===== config.mk =====
export PLATFORM = sky130hd
export DESIGN_NAME = ps2_host_tx
export DESIGN_NICKNAME = d
export VERILOG_FILES = /design/src/rtl/ps2_host_tx.sv
export SDC_FILE = /design/constraint.sdc
export NUM_CORES = 1
export LEC_CHECK = 0
export BUFFER_PORTS_ARGS = -buffer_cell sky130_fd_sc_hd__buf_2
export CORE_MARGIN = 2
export CORE_UTILIZATION = 51
export DETAILED_ROUTE_END_ITERATION = 16
export PLACE_DENSITY = 0.77
export SYNTH_ARGS = -nofsm -noshare
export SYNTH_HDL_FRONTEND = slang
export SYNTH_SLANG_ARGS = --single-unit

===== constraint.sdc =====
create_clock -name clk_i -period 4.3 [get_ports clk_i]
set_clock_uncertainty 0.2 [all_clocks]
set_input_delay 1.075 -clock clk_i [delete_from_list [all_inputs] [get_ports clk_i]]
set_output_delay 1.075 -clock clk_i [all_outputs]
set_load 0.02 [all_outputs]

===== src/rtl/ps2_host_tx.sv =====
// ps2_host_tx: PS/2 host-to-device transmitter (inhibit, request-to-send, 8N+odd parity, ACK check, timeout)
module ps2_host_tx #(
  parameter int INHIBIT_CYCLES = 5000,
  parameter int TIMEOUT_CYCLES = 750000,
  parameter int SYNC_STAGES    = 2
) (
  input  logic       clk_i,
  input  logic       rst_ni,
  input  logic [7:0] tx_data_i,
  input  logic       tx_valid_i,
  output logic       tx_ready_o,
  output logic       busy_o,
  output logic       done_o,
  output logic       error_o,
  input  logic       ps2_clk_i,
  input  logic       ps2_data_i,
  output logic       ps2_clk_oe_o,
  output logic       ps2_data_oe_o
);
  localparam int MAXC = (INHIBIT_CYCLES > TIMEOUT_CYCLES) ? INHIBIT_CYCLES : TIMEOUT_CYCLES;
  localparam int CW   = $clog2(MAXC + 1);
  typedef enum logic [3:0] {IDLE, INHIBIT, RTS, SHIFT, STOP, ACK, WAIT_REL, DONE, ERROR} state_e;
  state_e                 state_q, state_d;
  logic [CW-1:0]          cnt_q, cnt_d;
  logic [3:0]             bit_q, bit_d;
  logic [8:0]             frame_q, frame_d;
  logic [SYNC_STAGES-1:0] csync_q, dsync_q;
  logic                   clk_prev_q;
  logic                   tx_ready_q, busy_q, done_q, error_q, clk_oe_q, data_oe_q, data_oe_d;
  logic                   clk_s, data_s, fe, timeout;
  assign clk_s      = csync_q[SYNC_STAGES-1];
  assign data_s     = dsync_q[SYNC_STAGES-1];
  assign fe         = clk_prev_q & ~clk_s;
  assign timeout    = cnt_q == CW'(TIMEOUT_CYCLES - 1);
  assign tx_ready_o    = tx_ready_q;
  assign busy_o        = busy_q;
  assign done_o        = done_q;
  assign error_o       = error_q;
  assign ps2_clk_oe_o  = clk_oe_q;
  assign ps2_data_oe_o = data_oe_q;
  always_comb begin
    state_d   = state_q;
    cnt_d     = cnt_q;
    bit_d     = bit_q;
    frame_d   = frame_q;
    data_oe_d = data_oe_q;
    case (state_q)
      IDLE: if (tx_valid_i && tx_ready_q) begin
        state_d = INHIBIT;
        frame_d = {~^tx_data_i, tx_data_i};
        cnt_d   = '0;
      end
      INHIBIT: if (cnt_q == CW'(INHIBIT_CYCLES - 1)) begin
        state_d   = RTS;
        data_oe_d = 1'b1;
      end else cnt_d = cnt_q + CW'(1);
      RTS: begin
        state_d = SHIFT;
        bit_d   = '0;
        cnt_d   = '0;
      end
      SHIFT: if (fe) begin
        data_oe_d = ~frame_q[bit_q];
        bit_d     = bit_q + 4'd1;
        state_d   = (bit_q == 4'd8) ? STOP : SHIFT;
      end
      STOP: if (fe) begin
        data_oe_d = 1'b0;
        state_d   = ACK;
      end
      ACK: if (fe) state_d = data_s ? ERROR : WAIT_REL;
      WAIT_REL: if (clk_s && data_s) state_d = DONE;
      default: state_d = IDLE;
    endcase
    // Device-clocked states share one watchdog; a legitimate transition this cycle wins over it.
    if (state_q inside {SHIFT, STOP, ACK, WAIT_REL}) begin
      cnt_d = fe ? '0 : cnt_q + CW'(1);
      if (!fe && timeout && state_d == state_q) state_d = ERROR;
    end
    if (state_d inside {IDLE, DONE, ERROR}) data_oe_d = 1'b0;
  end
  always_ff @(posedge clk_i or negedge rst_ni) begin
    if (!rst_ni) begin
      state_q    <= IDLE;
      cnt_q      <= '0;
      bit_q      <= '0;
      frame_q    <= '0;
      csync_q    <= '1;
      dsync_q    <= '1;
      clk_prev_q <= 1'b1;
      tx_ready_q <= 1'b0;
      busy_q     <= 1'b0;
      done_q     <= 1'b0;
      error_q    <= 1'b0;
      clk_oe_q   <= 1'b0;
      data_oe_q  <= 1'b0;
    end else begin
      state_q    <= state_d;
      cnt_q      <= cnt_d;
      bit_q      <= bit_d;
      frame_q    <= frame_d;
      csync_q    <= {csync_q[SYNC_STAGES-2:0], ps2_clk_i};
      dsync_q    <= {dsync_q[SYNC_STAGES-2:0], ps2_data_i};
      clk_prev_q <= clk_s;
      tx_ready_q <= state_d == IDLE;
      busy_q     <= state_d inside {INHIBIT, RTS, SHIFT, STOP, ACK, WAIT_REL};
      done_q     <= state_d == DONE;
      error_q    <= state_d == ERROR;
      clk_oe_q   <= state_d inside {INHIBIT, RTS};
      data_oe_q  <= data_oe_d;
    end
  end
endmodule


---- Word level (Yosys, flattened, before mapping) ----
Index checks and enable logic that the tools add are counted.
storage, ports and cells
  register bits after elaboration ......... 48
  bits in writable memories ............... 0
  input port bits ......................... 13
  word-level logic and storage cells ...... 87
  memory bits (read-only) ................. 0
  latch bits .............................. 0
  memories ................................ 0
cells by class
  eq/ne operators ......................... 24
  $add $sub $neg .......................... 2
  bitwise gates (word level) .............. 3
  magnitude comparators ................... 1
  divide/modulo/power cells ............... 0
  mux-type cells .......................... 25
  reductions and logical operators ........ 19
  multiply operators ...................... 0
  shift operators ......................... 0
operators by type and width
  operator                                                     count
  2-to-1 mux 20 bit                                            4
  case mux 20 bit (3 select lines)                             1
  2-to-1 mux 4 bit                                             10
  equality test 4 x 3 -> 1 bit (second input constant)         7
  case mux 4 bit (7 select lines)                              1
  adder 20 x 1 -> 20 bit (second input constant)               1
  equality test 20 x 13 -> 1 bit (second input constant)       1
  equality test 20 bit (second input constant)                 1
  equality test 4 x 2 -> 1 bit (second input constant)         4
  nonzero test 4 bit                                           3
  inequality test 3 bit (second input constant)                3
  equality test 4 x 1 -> 1 bit (second input constant)         2
  equality test 4 bit (second input constant)                  2
  logical NOT 4 bit                                            2
  case mux 4 bit (2 select lines)                              1
  XNOR reduction 8 bit                                         1
  inequality test 3 x 2 -> 1 bit (second input constant)       2
  nonzero test 6 bit                                           1
  less-than comparator 4 x 5 -> 1 bit (second input constant)  1
  2-to-1 mux 1 bit                                             5
  adder 4 x 1 -> 4 bit (second input constant)                 1
  binary-select mux 1 bit (select 4 bit)                       1
  equality test 4 bit                                          1
  logical AND 1 bit                                            4
  other kinds (11)                                             14

---- Logic depth before layout (Yosys ltp) ----
Gate-level depths: netlist of run 1.
  depth in word-level cells ............... 12
  mapped depth ............................ 9

---- Least setup slack after synthesis of run 1 ----
OpenSTA, ideal clock, no wires.
  path type ............................... input to register
  start point ............................. in tx_valid_i
  end point ............................... reg cnt_q[7]
  arrival time ............................ 2.494 ns
  slack ................................... 1.524 ns
  required time ........................... 4.018 ns
  setup time .............................. 0.082 ns
  path buffers ............................ 1
  stages .................................. 7
  cell sequence ........................... or4bb_1 > o22ai_2 > nor4_4 > nor4_2 > buf_4 > a21oi_1 > o22ai_1
between the ends
  cells in the longest elaborated chain, start to end .. 3
ends and longest elaborated chain
  element                                 line  text
  start, declared                         10    input logic tx_valid_i,
  logical AND 1 bit                       48    IDLE: if (tx_valid_i && tx_ready_q) begin
  inequality test 3 bit (no source line)  -
  AND reduction 3 bit (no source line)    -
  end signal, assigned                    99    cnt_q <= cnt_d;
  end, declared                           24    logic [CW-1:0] cnt_q, cnt_d;
No other way between the ends.
A chain may end at the register's enable or synchronous reset.

---- Worst setup path in the final report of run 1 ----
  start point ............................. in tx_valid_i
  end point ............................... reg cnt_q[3]
The elaborated chain is that of the path after synthesis.

==> reports/metrics.yaml, run 1 <==
synthesis:
  synthCells: 276
  ys_top_cells_by_area: "dfrtp_1 (40%), o21ai_0 (5.6%), dfstp_2 (4.9%)"
  yosysTopAreaCellShare: 0.401
  synth_cell_types: 62
  ys_warn_count: 0
  muxShareOfSynthArea: 0.0569
  synthAdderAreaFrac: 0.0140
  syn_nets: 292
  synth_edf_count: 0
  synth_flop_cell: "dfrtp_1"
  ys_ff_latch: 48
  syn_area_per_cell_sq_um: 9.72
  synthSimpleGateAreaFrac: 0.232
  synth_top_family_by_area: "simple AND/OR/NAND/NOR gates"
  ys_async_sr_fraction: 1.00
  synth_most_common_cell: "dfrtp_1"
  synthesis.area_sq_mm: 0.00268
  synth_commonest_cells: "dfrtp_1 (43), o21ai_0 (30), nand2_1 (24)"
  seq_area_frac_synth: 0.450
  synth_compound_area_frac: 0.189
  synth_xor_area_frac: 0.0294
  synth_area_leader_cell: "dfrtp_1"
global_routing:
  grt_max_degree: 49
  grt_pass1_vias: 2039
  antenna_found_initial: 0
  grt.overflow.total: 0
  grt_pass1_wl_um: 9630
  grt_use_total: 0.203
sta:
  setup-tns-final_ns: 0
  min_period_ns: 2.66
  timing.slew.headroom: 0.301
  setup_viol_count_final: 0
  finalHoldViolations: 0
  fmax_mhz: 376
  rsz0062_at_grt: "no"
  period_share: 0.618
  tightest_slew_ns: 1.05
  final-max-slew-violation-count: 0
clock_network:
  clock_path_buffers: 2
  cts_setup_buffers: 0
  tritoncts: "built"
  ctsHoldBuffers: 0
  clk_pin_slew_ns: 0.10
  h-tree-depth: 2
  clock_latency_ns: 0.32
  numCtsBuffers: 5
  root_buffer: "clkbuf_8"
  cts_resized: 0
  cts.sinks: 48
layout:
  multi_input_area_sq_mm: 0.00140
  n_antenna_cell: 0
  area_delta_synth_final_pct: 8.44
  n_fill_cell: 465
  area.sequential_sq_mm: 0.00121
  layout.nets: 305
  drive_above_1_share: 0.203
routing:
  ant_nets: 0
  drt_iter0_markers: 165
  drcViolationCount: 0
  first_pass_iters: 4
  num_vias: 2154
  wirelength_um: 5600
  drt-wirelength-per-cell_um: 15.6
  avgViaCountPerCell: 5.98
worst_setup_path:
  timing.rr.end: "cnt_q[3]"
  worst-r2r-setup-slack_ns: 1.65
  path_depth: 8
  rr_startpoint: "cnt_q[4]"
  start_kind: "input port"
  arrival_ns: 2.70
  critPathMaxFanout: 12
  critical_path_class: "input port to flop"
  cp_slowest_cell: "or4bb_1"
  path_cells: "buf_2 > or4bb_1 > o22ai_2 > a211o_1 > nor4_2 > buf_4 > nand2b_4 > o31ai_2"
  critPathTopFamily: "compound AO/OA/AOI/OAI gates"
  r2r_cells: 7
  cp-end-kind: "flop"
  worstPathRequired_ns: 4.34
  crit_buf_inv: 2
  cpPeakStageDelay_ns: 0.42
outcome:
  status: "finished clean"
placed_design:
  place_congestion: 0.884
  port_buffers: 18
  hpwl_um: 3960
pwr:
  cellPowerDensity_mw_per_mm2: 391
  finalPower_mw: 1.14
  p_leak_nw: 1.20
  ir_drop_v: 0.000248
floorplanning:
  start_util: 0.525
  design.core.area_sq_mm: 0.00511
  die_x_um: 76.5
  die_h_um: 76.5
  fp-row-count: 26
  num_io_pins: 19
  dieArea_sq_mm: 0.00586
hold_path:
  min_path_type: "flop to flop"
  worst_hold_startpoint: "dsync_q[0]"
  hold_end: "dsync_q[1]"
  hold_depth: 0
flow_run:
  cap_violations: 0
-- stage by stage --
| stage | hold WS (ns) | area (sq um) | cells | util | worst slack [ns] |
|---|---|---|---|---|---|
| floorplan | 0.145 | 2680 | 276 | - | 1.52 |
| global placement | 0.146 | 2810 | 352 | 0.551 | 1.36 |
| detailed placement | 0.147 | 2810 | 352 | 0.551 | 1.30 |
| CTS | 0.161 | 2910 | 360 | 0.570 | 1.63 |
| global route | 0.165 | 2910 | 360 | 0.570 | 1.48 |
| finish | 0.159 | 2910 | 360 | 0.570 | 1.64 |
-- how the worst max path moves through the flow --
stage	from	slack [ns]	to
6_report	tx_valid_i	1.64	cnt_q[3]
5_1_grt	cnt_q[10]	1.48	cnt_q[3]
4_1_cts	tx_valid_i	1.63	cnt_q[0]
3_5_place_dp	tx_valid_i	1.30	cnt_q[0]
3_3_place_gp	tx_valid_i	1.36	cnt_q[0]
2_1_floorplan	tx_valid_i	1.52	cnt_q[7]
-- cells in the final DEF, fill, tap and decap left out, drive strengths merged, types with 2 or more instances in the layout --
cell type,instances
a211o,3
a211oi,2
a21oi,13
a31o,2
a31oi,3
and2,5
and3,6
and3b,2
buf,20
clkbuf,5
dfrtp,43
dfstp,5
ha,3
inv,6
mux2,8
mux2i,4
nand2,24
nand2b,5
nand3,14
nand3b,2
nand4,7
nor2,15
nor3,6
nor4,3
o21ai,36
o22ai,3
o31ai,5
or2,3
or3,3
or3b,2
or4bb,2
xnor2,7
xor2,2
-- power by group --
part	total (mW)	internal (mW)	switching (mW)
sequential	0.600	0.527	0.0730
clock	0.294	0.120	0.175
combinational	0.242	0.116	0.126
-- logic make-up (layout without fill, tap and decap cells) --
logic type,count (synthesis),after routing
AOI/OAI and AO/OA,78,78
xor gates and xnor gates,9,9
adders and majority gates,3,3
buffers and inverters,18,32
DFF,48,48
muxes,13,13
and+or+nand+nor,107,107
-- registers in the layout (all words and copies together) (netlist names) --
register	flops
error_o	1
dsync_q	2
busy_o	1
bit_q	4
clk_prev_q	1
cnt_q	20
ps2_data_oe_o	1
tx_ready_o	1
done_o	1
frame_q	9
ps2_clk_oe_o	1
state_q	4
csync_q	2
-- metal layers --
layer  part of all wire  wire, um  global-route usage
met5                  0         0                   0
met2               0.44      2480               0.296
met3              0.069       386              0.0486
met4              0.016        92              0.0782
met1               0.47      2640               0.294
-- area by class of cell --
class	instances	area share
clock buffer	5	0.0237
clock inverter	3	0.00903
inverter	4	0.00516
multi-input combinational	210	0.481
sequential	48	0.415
tap	70	0.0301
timing repair buffer	20	0.0361
Note: power is estimated with default switching activity, not from simulation.
==> inputs of run 2 (changes only) <==
--- a/config.mk
+++ b/config.mk
@@ -9,7 +9,7 @@
 export CORE_MARGIN = 2
 export CORE_UTILIZATION = 51
 export DETAILED_ROUTE_END_ITERATION = 16
-export PLACE_DENSITY = 0.77
+export PLACE_DENSITY = 0.8
 export SYNTH_ARGS = -nofsm -noshare
 export SYNTH_HDL_FRONTEND = slang
 export SYNTH_SLANG_ARGS = --single-unit
==> constraint.sdc (replaced) <==
create_clock -name clk_i -period 2.3 [get_ports clk_i]
set_clock_uncertainty 0.2 [all_clocks]
set_input_delay 0.575 -clock clk_i [delete_from_list [all_inputs] [get_ports clk_i]]
set_output_delay 0.575 -clock clk_i [all_outputs]
set_load 0.02 [all_outputs]
==> reports/metrics.yaml, run 2 (same netlist as run 1, synthesis figures left out) <==
outcome:
  status: "finished, violations left"
  violations: "setup timing"
clock_network:
  tritoncts: "built"
  h-tree-depth: 2
  root_buffer: "clkbuf_8"
  ctsHoldBuffers: 0
  numCtsBuffers: 5
  clock_latency_ns: 0.31
  clock_path_buffers: 2
  clk_pin_slew_ns: 0.09
  cts.sinks: 48
worst_setup_path:
  cpPeakStageDelay_ns: 0.54
  path_cells: "or4_4 > a211o_1 > nor4_4 > buf_4 > a211oi_4 > nor3_4 > nor3_2"
  crit_buf_inv: 1
  start_kind: "flop"
  arrival_ns: 2.40
  cp_slowest_cell: "or4_4"
  critical_path_class: "flop to flop"
  critPathTopFamily: "simple AND/OR/NAND/NOR gates"
  cp-end-kind: "flop"
  critPathMaxFanout: 3
  worstPathRequired_ns: 2.30
floorplanning:
  fp-row-count: 26
  dieArea_sq_mm: 0.00586
  start_util: 0.525
  die_h_um: 76.5
  num_io_pins: 19
  design.core.area_sq_mm: 0.00511
  die_x_um: 76.5
pwr:
  p_sw_frac: 0.311
  p_int_mw: 1.66
  power_frac_clock: 0.259
  cellPowerDensity_mw_per_mm2: 693
  pwr-share-seq: 0.442
  p_sw_uw: 750
  ir_drop_v: 0.000551
  combPwrFrac: 0.299
  p_leak_nw: 1.50
layout:
  top_register: "cnt_q"
  area_delta_synth_final_pct: 29.8
  layout_commonest_cell: "buf_4"
  final_area_sq_mm: 0.00348
  n_antenna_cell: 0
  layout.nets: 354
  drive_above_1_share: 0.378
  largestRegisters: "cnt_q: 20 flops, frame_q: 9 flops"
  largest_reg_flops: 20
  n_fill_cell: 395
  finalNonFillerCells: 409
  layout_common_cells: "buf_4 (46), dfrtp_1 (42), o21ai_0 (25), nand2_1 (23), buf_2 (18)"
sta:
  tightest_slew_ns: 0.450
  period_share: 1.04
  fmax_mhz: 417
  min_period_ns: 2.40
  finalHoldViolations: 0
  rsz0062_at_grt: "yes"
  setup_viol_count_final: 7
  timing.slew.headroom: 0.697
  final-max-slew-violation-count: 0
  timing.final.ws_setup_ns: -0.0976
routing:
  avgViaCountPerCell: 6.00
  ant_nets: 0
  wirelength_um: 7280
  drt_iter0_markers: 290
  num_vias: 2452
  first_pass_iters: 4
  drt-wirelength-per-cell_um: 17.8
  drcViolationCount: 0
placed_design:
  placed_area_sq_mm: 0.00320
  port_buffers: 18
  hpwl_um: 4810
  place_congestion: 0.916
  place_inst: 397
flow_run:
  cap_violations: 0
global_routing:
  grt_use_total: 0.248
  antenna_found_initial: 0
  grt_pass1_vias: 2382
  grt_max_degree: 49
  grt_pass1_wl_um: 11500
  grt.overflow.total: 0
hold_path:
  min_path_type: "input port to asynchronous set/reset pin"
[run 2: changes by cell type in the layout (fill, tap and decap cells not counted), sizes merged]
| cell | change |
|---|---|
| buf | +49 |
| clkinvlp | +1 |
| inv | -2 |
| bufinv | +1 |
[run 2: layout make-up]
cell class                 count  area [sq um]  area share
tap                           70          87.6      0.0252
timing repair buffer          69           527       0.151
sequential                    48          1210       0.347
clock buffer                   5          68.8      0.0198
clock inverter                 3          42.5      0.0122
inverter                       4          15.0     0.00431
multi-input combinational    210          1530       0.440
[run 2: worst paths after layout]
kind	from	end	slack, ns	depth (start not counted)
max	cnt_q[15]	ps2_data_oe_o	-0.1	7
min	rst_ni	cnt_q[3]	0.04	2
max reg2reg	cnt_q[15]	ps2_data_oe_o	-0.1	7
min reg2reg	dsync_q[0]	dsync_q[1]	0.16	0
max in group asynchronous	rst_ni	dsync_q[0]	1.58	2
min in group clk_i	ps2_data_i	dsync_q[0]	0.16	1
[run 2: power groups by stage]
stage	clock network, mW	logic (mW)	registers (mW)
after global routing	0.663	0.785	1.08
after detailed placement	0	0.658	1.08
after global placement	0	0.627	1.07
after CTS	0.633	0.688	1.06
final	0.624	0.721	1.07
after floorplan	0	0.346	1.10
[run 2: layer usage]
| metal | vias up | track usage | part of all wire |
|---|---|---|---|
| met3 | 16 | 0.0391 | 0.056 |
| met5 | - | 0 | 0 |
| met4 | 0 | 0.100 | 0.025 |
| met1 | 1187 | 0.333 | 0.43 |
| met2 | 107 | 0.404 | 0.49 |
| li1 | 1142 | - | - |
[run 2: timing repair]
action | in CTS | in global routing
pin swaps | 13 | 8
resized for setup | 15 | 19
buffers inserted | 4 | 2
endpoints found under the setup margin | 23 | 26
cloned | 0 | 0
[run 2: stage by stage]
step / hold slack (ns) / utilization / worst slack, ns / power (mW) / setup TNS (ns)
global route: 0.0577 / 0.682 / -0.182 / 2.53 / -1.47
detailed placement: 0.151 / 0.627 / -0.223 / 1.74 / -3.07
global placement: 0.146 / 0.627 / -0.152 / 1.70 / -1.69
finish: 0.0390 / 0.682 / -0.0976 / 2.41 / -0.323
floorplan: 0.0794 / - / 0.0146 / 1.44 / 0
CTS: 0.0479 / 0.664 / -0.160 / 2.39 / -1.05
[run 2: worst reg2reg max path: stages (launching register included)]
cell      delay [ns]
dfrtp_1         0.39
or4_4           0.54
a211o_1         0.33
nor4_4          0.26
buf_4           0.22
a211oi_4        0.06
nor3_4          0.22
nor3_2          0.07
==> inputs of run 3 (changes only) <==
==> config.mk (replaced) <==
export PLATFORM = sky130hd
export DESIGN_NAME = ps2_host_tx
export DESIGN_NICKNAME = d
export VERILOG_FILES = /design/src/rtl/ps2_host_tx.sv
export SDC_FILE = /design/constraint.sdc
export NUM_CORES = 1
export LEC_CHECK = 0
export BUFFER_PORTS_ARGS = -buffer_cell sky130_fd_sc_hd__buf_4
export CORE_MARGIN = 2
export CORE_UTILIZATION = 51
export DETAILED_ROUTE_END_ITERATION = 16
export GPL_ROUTABILITY_DRIVEN = 0
export PLACE_DENSITY = 0.72
export SYNTH_ARGS = -nofsm -noshare
export SYNTH_HDL_FRONTEND = slang
export SYNTH_SLANG_ARGS = --single-unit
==> reports/metrics.yaml, run 3 (same netlist as run 1, synthesis figures left out) <==
clock_network:
  clock_latency_ns: 0.31
  clk_pin_slew_ns: 0.10
  h-tree-depth: 2
  root_buffer: "clkbuf_8"
  cts.sinks: 48
  numCtsBuffers: 5
  tritoncts: "built"
  ctsHoldBuffers: 0
  clock_path_buffers: 2
layout:
  area.sequential_sq_mm: 0.00121
  finalNonFillerCells: 414
  largest_reg_flops: 20
  layout.nets: 359
  n_antenna_cell: 0
  multi_input_area_sq_mm: 0.00158
  final_area_sq_mm: 0.00360
  area_delta_synth_final_pct: 34.3
  layout_common_cells: "buf_4 (69), dfrtp_1 (41), nand2_1 (24)"
  n_fill_cell: 356
  largestRegisters: "cnt_q: 20 flops, frame_q: 9 flops"
  drive_above_1_share: 0.419
  layout_commonest_cell: "buf_4"
  top_register: "cnt_q"
worst_setup_path:
  crit_buf_inv: 1
  start_kind: "flop"
  critical_path_class: "flop to flop"
  cp_slowest_cell: "or4_4"
  arrival_ns: 2.44
  cpPeakStageDelay_ns: 0.54
  path_cells: "or4_4 > a211o_1 > nor4_4 > nor4_2 > buf_4 > nand2b_4 > o31ai_2"
  worstPathRequired_ns: 2.32
  rr_startpoint: "cnt_q[11]"
  critPathMaxFanout: 8
  r2r_cells: 7
  cp-end-kind: "flop"
  critPathTopFamily: "simple AND/OR/NAND/NOR gates"
  worst-r2r-setup-slack_ns: -0.12
  timing.rr.end: "cnt_q[3]"
floorplanning:
  design.core.area_sq_mm: 0.00511
  fp-row-count: 26
  die_x_um: 76.5
  die_h_um: 76.5
  dieArea_sq_mm: 0.00586
  start_util: 0.525
  num_io_pins: 19
sta:
  final-max-slew-violation-count: 0
  min_period_ns: 2.42
  period_share: 1.05
  whs_ns: 0.0576
  rsz0062_at_grt: "yes"
  tightest_slew_ns: 0.588
  setup-tns-final_ns: -0.998
  timing.slew.headroom: 0.608
  fmax_mhz: 413
  setup_viol_count_final: 19
  timing.final.ws_setup_ns: -0.121
  finalHoldViolations: 0
placed_design:
  placed_area_sq_mm: 0.00318
  place_inst: 392
  hpwl_um: 4360
  port_buffers: 18
pwr:
  p_int_mw: 1.68
  power_frac_clock: 0.261
  ir_drop_v: 0.000511
  p_sw_frac: 0.309
  pwr-share-seq: 0.445
  finalPower_mw: 2.42
  p_sw_uw: 750
  cellPowerDensity_mw_per_mm2: 673
  p_leak_nw: 1.56
  combPwrFrac: 0.294
global_routing:
  grt_pass1_vias: 2145
  grt_max_degree: 49
  grt.overflow.total: 0
  antenna_found_initial: 0
  grt_use_total: 0.226
  grt_pass1_wl_um: 10700
outcome:
  violations: "setup timing"
  status: "finished, violations left"
routing:
  drt-wirelength-per-cell_um: 16.4
  drcViolationCount: 0
  num_vias: 2434
  avgViaCountPerCell: 5.88
  wirelength_um: 6790
  drt_iter0_markers: 265
  ant_nets: 0
  first_pass_iters: 4
hold_path:
  min_path_type: "input port to asynchronous set/reset pin"
flow_run:
  cap_violations: 0
[run 3: how the worst max path moves through the flow]
stage	from	endpoint	slack, ns	cells after the start
after detailed placement	tx_valid_i	cnt_q[0]	-0.19	8
after floorplan	cnt_q[10]	cnt_q[3]	0.01	7
after global routing	cnt_q[4]	cnt_q[0]	-0.23	7
final	cnt_q[11]	cnt_q[3]	-0.12	7
after CTS	cnt_q[11]	cnt_q[3]	-0.09	7
after global placement	tx_valid_i	cnt_q[0]	-0.17	8
[run 3: final cells by class]
cell class | instances | share of cell area
multi-input cells | 210 | 0.439
flip-flops and latches | 48 | 0.336
repair buffers | 74 | 0.164
well taps | 70 | 0.0243
clock buffers | 5 | 0.0191
clock inverters | 3 | 0.0129
inverters | 4 | 0.00486
[run 3: stage by stage]
step                      setup slack, ns   util
after floorplan                    0.0146      -
after global placement             -0.167  0.623
after detailed placement           -0.187  0.623
after CTS                         -0.0893  0.664
after global routing               -0.229  0.705
final                              -0.121  0.705
[run 3: what timing repair did]
action | CTS | global route
setup buffers | 6 | 10
setup endpoints to repair | 10 | 23
hold endpoints to repair | 0 | 0
resized for setup | 10 | 54
pin swaps | 10 | 16
[run 3: power groups by stage]
stage | logic, mW | registers [mW] | clock network (mW)
floorplan | 0.346 | 1.10 | 0
global placement | 0.614 | 1.08 | 0
detailed placement | 0.622 | 1.09 | 0
CTS | 0.646 | 1.07 | 0.641
global route | 0.781 | 1.10 | 0.673
finish | 0.713 | 1.08 | 0.633
[run 3: per-layer routing]
layer | global-route usage | routed length, um | part of all wire | vias to the layer above
li1 | - | - | - | 1156
met1 | 0.346 | 3280 | 0.48 | 1208
met2 | 0.335 | 3110 | 0.46 | 59
met3 | 0.0344 | 281 | 0.041 | 11
met4 | 0.0618 | 116 | 0.017 | 0
met5 | 0 | 0 | 0 | -
